File: config.mk
export PLATFORM = sky130hd
export DESIGN_NAME = ks0108_bus_ctrl
export DESIGN_NICKNAME = d
export VERILOG_FILES = /design/src/rtl/ks0108_bus_ctrl.sv
export SDC_FILE = /design/constraint.sdc
export NUM_CORES = 1
export LEC_CHECK = 0
export BUFFER_PORTS_ARGS = -buffer_cell sky130_fd_sc_hd__buf_2
export CORE_MARGIN = 10
export CORE_UTILIZATION = 55
export CTS_CLUSTER_DIAMETER = 100
export DETAILED_ROUTE_END_ITERATION = 7
export GPL_TIMING_DRIVEN = 0
export PLACE_DENSITY = 0.81
export SYNTH_ARGS = -nofsm -noshare
export SYNTH_HDL_FRONTEND = slang
export SYNTH_SLANG_ARGS = --single-unit
File: constraint.sdc
create_clock -name clk -period 5 [get_ports clk]
set_clock_uncertainty 0.1 [all_clocks]
set_input_delay 0.75 -clock clk [delete_from_list [all_inputs] [get_ports clk]]
set_output_delay 0.75 -clock clk [all_outputs]
set_load 0.02 [all_outputs]
File: src/rtl/ks0108_bus_ctrl.sv
// ks0108_bus_ctrl: write-only KS0108 panel bus sequencer.
// Generates the panel reset pulse and setup/E/hold timing per byte.
module ks0108_bus_ctrl #(
    parameter int RESET_CYCLES     = 16,
    parameter int INIT_WAIT_CYCLES = 32,
    parameter int SETUP_CYCLES     = 2,
    parameter int E_HIGH_CYCLES    = 8,
    parameter int HOLD_CYCLES      = 1,
    parameter int RECOVER_CYCLES   = 8
) (
    input  logic       clk,
    input  logic       nreset,
    input  logic       cmd_valid,
    output logic       cmd_ready,
    input  logic       cmd_dc,
    input  logic [1:0] cmd_cs,
    input  logic [7:0] cmd_data,
    output logic       busy,
    output logic       ks_dc,
    output logic       ks_cs1,
    output logic       ks_cs2,
    output logic       ks_e,
    output logic       ks_reset,
    output logic [7:0] ks_data
);

    function automatic int max2(input int a, input int b);
        return (a > b) ? a : b;
    endfunction

    localparam int MAXP = max2(max2(max2(RESET_CYCLES, INIT_WAIT_CYCLES),
                                    max2(SETUP_CYCLES, E_HIGH_CYCLES)),
                               max2(HOLD_CYCLES, RECOVER_CYCLES));
    localparam int CW = $clog2(MAXP) + 1;

    // Each state is left on the edge where the counter reads zero,
    // so the load value is the state length minus one.
    localparam logic [CW-1:0] L_RST  = CW'(RESET_CYCLES - 1);
    localparam logic [CW-1:0] L_INIT = CW'(INIT_WAIT_CYCLES - 1);
    localparam logic [CW-1:0] L_SET  = CW'(SETUP_CYCLES - 1);
    localparam logic [CW-1:0] L_EH   = CW'(E_HIGH_CYCLES - 1);
    localparam logic [CW-1:0] L_HOLD = CW'(HOLD_CYCLES - 1);
    // The last recover cycle is spent in IDLE with cmd_ready high, so a
    // held request is accepted exactly RECOVER_CYCLES after hold ends.
    localparam int REC_N = (RECOVER_CYCLES > 1) ? RECOVER_CYCLES - 2 : 0;
    localparam logic [CW-1:0] L_REC  = CW'(REC_N);
    localparam bit REC_SHORT = (RECOVER_CYCLES == 1);

    typedef enum logic [2:0] {
        RST_PULSE,
        INIT_WAIT,
        IDLE,
        SETUP,
        E_HIGH,
        HOLD,
        RECOVER
    } state_t;

    state_t          r_state, w_state;
    logic [CW-1:0]   r_cnt, w_cnt;
    logic            r_ready, w_ready;
    logic            r_busy, w_busy;
    logic            r_dc, w_dc;
    logic            r_cs1, w_cs1;
    logic            r_cs2, w_cs2;
    logic            r_e, w_e;
    logic            r_rst, w_rst;
    logic [7:0]      r_data, w_data;
    logic            w_zero;

    assign w_zero = (r_cnt == '0);

    // Next-state, counter and registered-output computation.
    always_comb begin
        w_state = r_state;
        w_cnt   = w_zero ? r_cnt : r_cnt - 1'b1;
        w_ready = r_ready;
        w_busy  = r_busy;
        w_dc    = r_dc;
        w_cs1   = r_cs1;
        w_cs2   = r_cs2;
        w_e     = r_e;
        w_rst   = r_rst;
        w_data  = r_data;
        unique case (r_state)
            RST_PULSE: begin
                if (w_zero) begin
                    w_rst   = 1'b1;
                    w_cnt   = L_INIT;
                    w_state = INIT_WAIT;
                end
            end
            INIT_WAIT: begin
                if (w_zero) begin
                    w_ready = 1'b1;
                    w_busy  = 1'b0;
                    w_state = IDLE;
                end
            end
            IDLE: begin
                if (cmd_valid && r_ready) begin
                    w_dc    = cmd_dc;
                    w_cs1   = cmd_cs[0];
                    w_cs2   = cmd_cs[1];
                    w_data  = cmd_data;
                    w_ready = 1'b0;
                    w_busy  = 1'b1;
                    w_cnt   = L_SET;
                    w_state = SETUP;
                end
            end
            SETUP: begin
                if (w_zero) begin
                    w_e     = 1'b1;
                    w_cnt   = L_EH;
                    w_state = E_HIGH;
                end
            end
            E_HIGH: begin
                if (w_zero) begin
                    w_e     = 1'b0;
                    w_cnt   = L_HOLD;
                    w_state = HOLD;
                end
            end
            HOLD: begin
                if (w_zero) begin
                    w_cs1 = 1'b0;
                    w_cs2 = 1'b0;
                    if (REC_SHORT) begin
                        w_ready = 1'b1;
                        w_busy  = 1'b0;
                        w_state = IDLE;
                    end else begin
                        w_cnt   = L_REC;
                        w_state = RECOVER;
                    end
                end
            end
            RECOVER: begin
                if (w_zero) begin
                    w_ready = 1'b1;
                    w_busy  = 1'b0;
                    w_state = IDLE;
                end
            end
            default: begin
                w_cnt   = L_RST;
                w_state = RST_PULSE;
            end
        endcase
    end

    // State, counter and output registers; reset restarts the panel pulse.
    always_ff @(posedge clk or negedge nreset) begin
        if (!nreset) begin
            r_state <= RST_PULSE;
            r_cnt   <= L_RST;
            r_ready <= 1'b0;
            r_busy  <= 1'b1;
            r_dc    <= 1'b0;
            r_cs1   <= 1'b0;
            r_cs2   <= 1'b0;
            r_e     <= 1'b0;
            r_rst   <= 1'b0;
            r_data  <= 8'h00;
        end else begin
            r_state <= w_state;
            r_cnt   <= w_cnt;
            r_ready <= w_ready;
            r_busy  <= w_busy;
            r_dc    <= w_dc;
            r_cs1   <= w_cs1;
            r_cs2   <= w_cs2;
            r_e     <= w_e;
            r_rst   <= w_rst;
            r_data  <= w_data;
        end
    end

    assign cmd_ready = r_ready;
    assign busy      = r_busy;
    assign ks_dc     = r_dc;
    assign ks_cs1    = r_cs1;
    assign ks_cs2    = r_cs2;
    assign ks_e      = r_e;
    assign ks_reset  = r_rst;
    assign ks_data   = r_data;

endmodule

After elaboration in Yosys (flattened, before gate mapping):

Index checks and enable logic that the tools add are counted.

* register bits: 24
* bits of input ports: 14
* output and inout port bits: 15
* logic and storage cells: 61

* add/sub/neg operators: 1
* eq/ne operators: 12
* muxes and demuxes: 25
* reductions and logical operators: 13

Operators by type and width (number)
* 2-to-1 mux 6 bit: 6
* one-hot mux 6 bit (6 select lines): 1
* 2-to-1 mux 3 bit: 6
* one-hot mux 3 bit (6 select lines): 1
* != test 2 bit (second input constant): 5
* one-hot mux 1 bit (2 select lines): 5
* == test 3 bit (second input constant): 3
* AND reduction 3 bit: 3
* == test 3 x 2 -> 1 bit (second input constant): 2
* logical NOT 6 bit: 1
* 2-to-1 mux 1 bit: 6
* AND reduction 6 bit: 1
* nonzero test 2 bit: 3
* subtractor 6 x 1 -> 6 bit (second input constant): 1
* AND reduction 2 bit: 2
* == test 3 x 1 -> 1 bit (second input constant): 1
* logical NOT 3 bit: 1
* != test 2 x 1 -> 1 bit (second input constant): 1
* OR reduction 2 bit: 1
* logical AND 1 bit: 1

Longest topological paths before layout:

* depth in word-level cells: 4
* gate-level depth with buffers: 11
* depth with buffers taken out: 10

Worst setup path before layout:

OpenSTA, ideal clock, no wires.

* path kind: register to register
* from: register r_cnt[0]
* to: register r_cnt[0]
* setup time: 77 ps
* data arrival time: 2036 ps
* data required time: 4823 ps
* slack: 2787 ps
* cell stages (with the launch flop): 12
* path buffers: 1
* period minus slack after synthesis: 2213 ps
* cell sequence: dfstp_2 > inv_1 > ha_1 > or3b_1 > buf_6 > nor2_8 > inv_2 > ha_1 > nor3b_1 > a211oi_1 > a21oi_1 > a21o_1

* word-level cells in the longest chain between the ends: 4
* elaborated cells between the ends (all ways): 9
* classes of those cells: add/sub (1); mux (7); reduce/logical (1)

Ends and longest elaborated chain
* start, declared: RTL line 60 `logic [CW-1:0] r_cnt, w_cnt;`
* start signal, assigned: RTL line 169 `r_cnt <= w_cnt;`
* subtractor 6 x 1 -> 6 bit / logical NOT 6 bit (equally long branches): RTL line 76, 71
* 2-to-1 mux 6 bit: RTL line 76 `w_cnt = w_zero ? r_cnt : r_cnt - 1'b1;`
* 2-to-1 mux 6 bit (on tied branches)
* one-hot mux 6 bit (6 select lines) (*): RTL line 85 `unique case (r_state)`
* net w_cnt[0]: RTL line 60

Mark *: on every way through the listed nets, which the timed path passes. The rest lies on a longest branch.
A chain may end at the register's enable or synchronous reset.

Final worst setup path:

Same ends and word-level chain as after synthesis.

==> results.sh <==
export IMPL_run_status="finished, final reports clean"
export IMPL_path_cells="inv_1 > ha_1 > or3b_1 > buf_6 > nor2_8 > inv_2 > ha_1 > nor3b_1 > a211oi_1 > a21oi_1 > a21o_1"
export IMPL_yosys_warnings=0
export IMPL_cpPeakStageDelay_ns=0.41
export IMPL_fin_crit_sh_pct=49.0
export IMPL_crit_fanout=8
export IMPL_crit_top_cell="ha_1"
export IMPL_path_delay_family="simple AND/OR/NAND/NOR gates"
export IMPL_synth_nets=155
export IMPL_numCtsBuffers=3
export IMPL_drc_errors=0
export IMPL_finalHoldViolCount=0
export IMPL_p_leak_nw=0.740
export IMPL_die_h_microns=69.3
export IMPL_grt_antenna_before_repair=0
export IMPL_final_common_cell="buf_2"
export IMPL_wl_per_cell_microns=16.0
export IMPL_path_buf_inv=3
export IMPL_rsz0062_at_grt="false"
export IMPL_cts_setup_buffers=0
export IMPL_dp_hpwl_mm=2.42
export IMPL_cts_sinks=24
export IMPL_synth_cell_area_sq_um=1340
export IMPL_worstSetupPathType="reg -> reg"
export IMPL_cts_htree_levels=1
export IMPL_drt_iter0_markers=103
export IMPL_cts_tree="done"
export IMPL_synth_edff_count=0
export IMPL_cp_end_kind="flop"
export IMPL_io_pins=29
export IMPL_postCtsResizedCells=0
export IMPL_postRouteAntennaNets=0
export IMPL_cts_clk_slew_worst_paths_ns=0.14
export IMPL_start_util_pct=59.2
export IMPL_clk_latency_ns=0.32
export IMPL_wl_mm=3.17
export IMPL_fillCellCount=193
export IMPL_irDropWorstVdd_uv=364
export IMPL_design_die_area_sq_um=4800
export IMPL_syn_inst=138
export IMPL_ys_ff_latch=24
export IMPL_worstPathRequired_ns=5.17
export IMPL_grt_pass1_wl_mm=5.60
export IMPL_mostFrequentLayoutCells="buf_2 (33), dfrtp_1 (19), nand2_1 (12), inv_1 (9)"
export IMPL_hold_worst_slack_ns=0.274
export IMPL_critical_path_startpoint_type="flop"
export IMPL_dr_pass1_iters=5
export IMPL_grt_max_degree=25
export IMPL_drive_gt1_share_pct=32.9
export IMPL_fp_dieW_microns=69.3
export IMPL_rows=17
export IMPL_diodes=0
export IMPL_worstHoldPathType="in -> async"
export IMPL_maxClockFrequency_mhz=408
export IMPL_grtUsageTotal_pct=13.4
export IMPL_cp_arrival_ns=2.62
export IMPL_dr_total_vias=1170
export IMPL_grt_pass1_vias=1243
export IMPL_power_density_nw_per_um2=446
export IMPL_clk_path_buf_depth=2
export IMPL_yosysSeqAreaShare_pct=45.5
export IMPL_coreArea_sq_um=2250
export IMPL_setup_viol=0
export IMPL_async_flop_share_pct=100
export IMPL_tightest_slew_ns=0.511
export IMPL_finalCriticalPeriod_ns=2.45
export IMPL_nNetsFinal=188
export IMPL_critPathSlowestCell="dfstp_2"
export IMPL_place_gp_congestion=0.876
export IMPL_power_total_mw=0.689
export IMPL_cts_root_buf="clkbuf_4"
export IMPL_maxSlewHeadroom_pct=65.9
export IMPL_cts_hold_fix_buffers=0
export IMPL_synth_area_per_cell_sq_um=9.67
export IMPL_netlist_cell_type_count=46
export IMPL_grt_overflow=0
export IMPL_place_port_buffers=28
export IMPL_syn2layout_area_growth_pct=15.8
export IMPL_drv_cap=0
export IMPL_ys_flop_type="dfrtp_1"
export IMPL_viasPerCell=5.91
export IMPL_slew_violations=0
export IMPL_setup_tns_ns=0
## metal layers
| metal | up-vias | GRT usage [%] | wire, microns |
|---|---|---|---|
| li1 | 558 | - | - |
| met1 | 552 | 15.3 | 1320 |
| met2 | 52 | 23.6 | 1580 |
| met3 | 8 | 2.71 | 220 |
| met4 | 0 | 5.32 | 48 |
| met5 | - | 0 | 0 |
## registers in the layout (all words and copies together) (netlist names)
signal / cells
r_state: 3
ks_e: 1
ks_data: 8
busy: 1
r_cnt: 6
ks_cs2: 1
cmd_ready: 1
ks_reset: 1
ks_cs1: 1
ks_dc: 1
## power by group
part	switching (mW)	internal, mW	leakage, nW
logic	0.189	0.128	0.432
registers	0.0279	0.241	0.287
clock network	0.0584	0.0445	0.0210
total	0.276	0.413	0.740
## cell usage after synthesis (all sizes together) (2+ instances only)
master | count | share of area, %
dfrtp | 19 | 36
nand2 | 12 | 3.4
inv | 10 | 2.8
nor2 | 10 | 4.2
o21ai | 10 | 3.7
mux2 | 9 | 7.6
a21oi | 7 | 2.6
buf | 6 | 2.7
dfstp | 5 | 9.8
nand3 | 5 | 1.9
nor3 | 5 | 2.2
clkbuf | 4 | 1.1
ha | 3 | 2.8
nor3b | 3 | 1.7
o31ai | 3 | 1.7
a211oi | 2 | 1.1
a21o | 2 | 1.1
a31o | 2 | 1.3
## cells by family after synthesis
logic type / count (synthesis) / synth area share (%)
and+or+nand+nor: 42 / 17.0
AOI/OAI and AO/OA: 37 / 18.5
DFF: 24 / 45.5
buffers and inverters: 20 / 6.65
muxes: 10 / 8.34
adders and majority gates: 3 / 2.81
xor gates and xnor gates: 2 / 1.31
## area by class of cell
| type | instances | area, sq um | share of cell area (%) |
|---|---|---|---|
| inverters | 10 | 37.5 | 2.43 |
| well taps | 28 | 35.0 | 2.27 |
| flip-flops and latches | 24 | 607 | 39.2 |
| multi-input cells | 94 | 639 | 41.3 |
| repair buffers | 28 | 140 | 9.06 |
| clock buffers | 4 | 36.3 | 2.35 |
| plain buffers | 10 | 51.3 | 3.32 |
## metrics by stage
stage | setup slack (ns) | cell area [sq um] | cells | utilization (%)
finish | 2.55 | 1550 | 198 | 68.6
global route | 2.38 | 1550 | 198 | 68.6
CTS | 2.56 | 1550 | 198 | 68.6
detailed placement | 2.58 | 1510 | 194 | 67.0
global placement | 2.62 | 1510 | 194 | 67.0
floorplan | 2.79 | 1340 | 138 | -
## path summary, 6_finish.rpt
| check | from | endpoint | slack, ns | depth (start not counted) |
|---|---|---|---|---|
| setup / recovery | r_cnt[0] | r_cnt[0] | 2.55 | 11 |
| max in group asynchronous | nreset | busy | 4.15 | 1 |
| setup reg to reg | r_cnt[0] | r_cnt[0] | 2.55 | 11 |
| hold / removal | nreset | ks_e | 0.27 | 1 |
| min in group clk | ks_reset | ks_reset | 0.37 | 1 |
| hold reg to reg | ks_reset | ks_reset | 0.37 | 1 |
No activity file was read; power rests on OpenSTA's default activity.
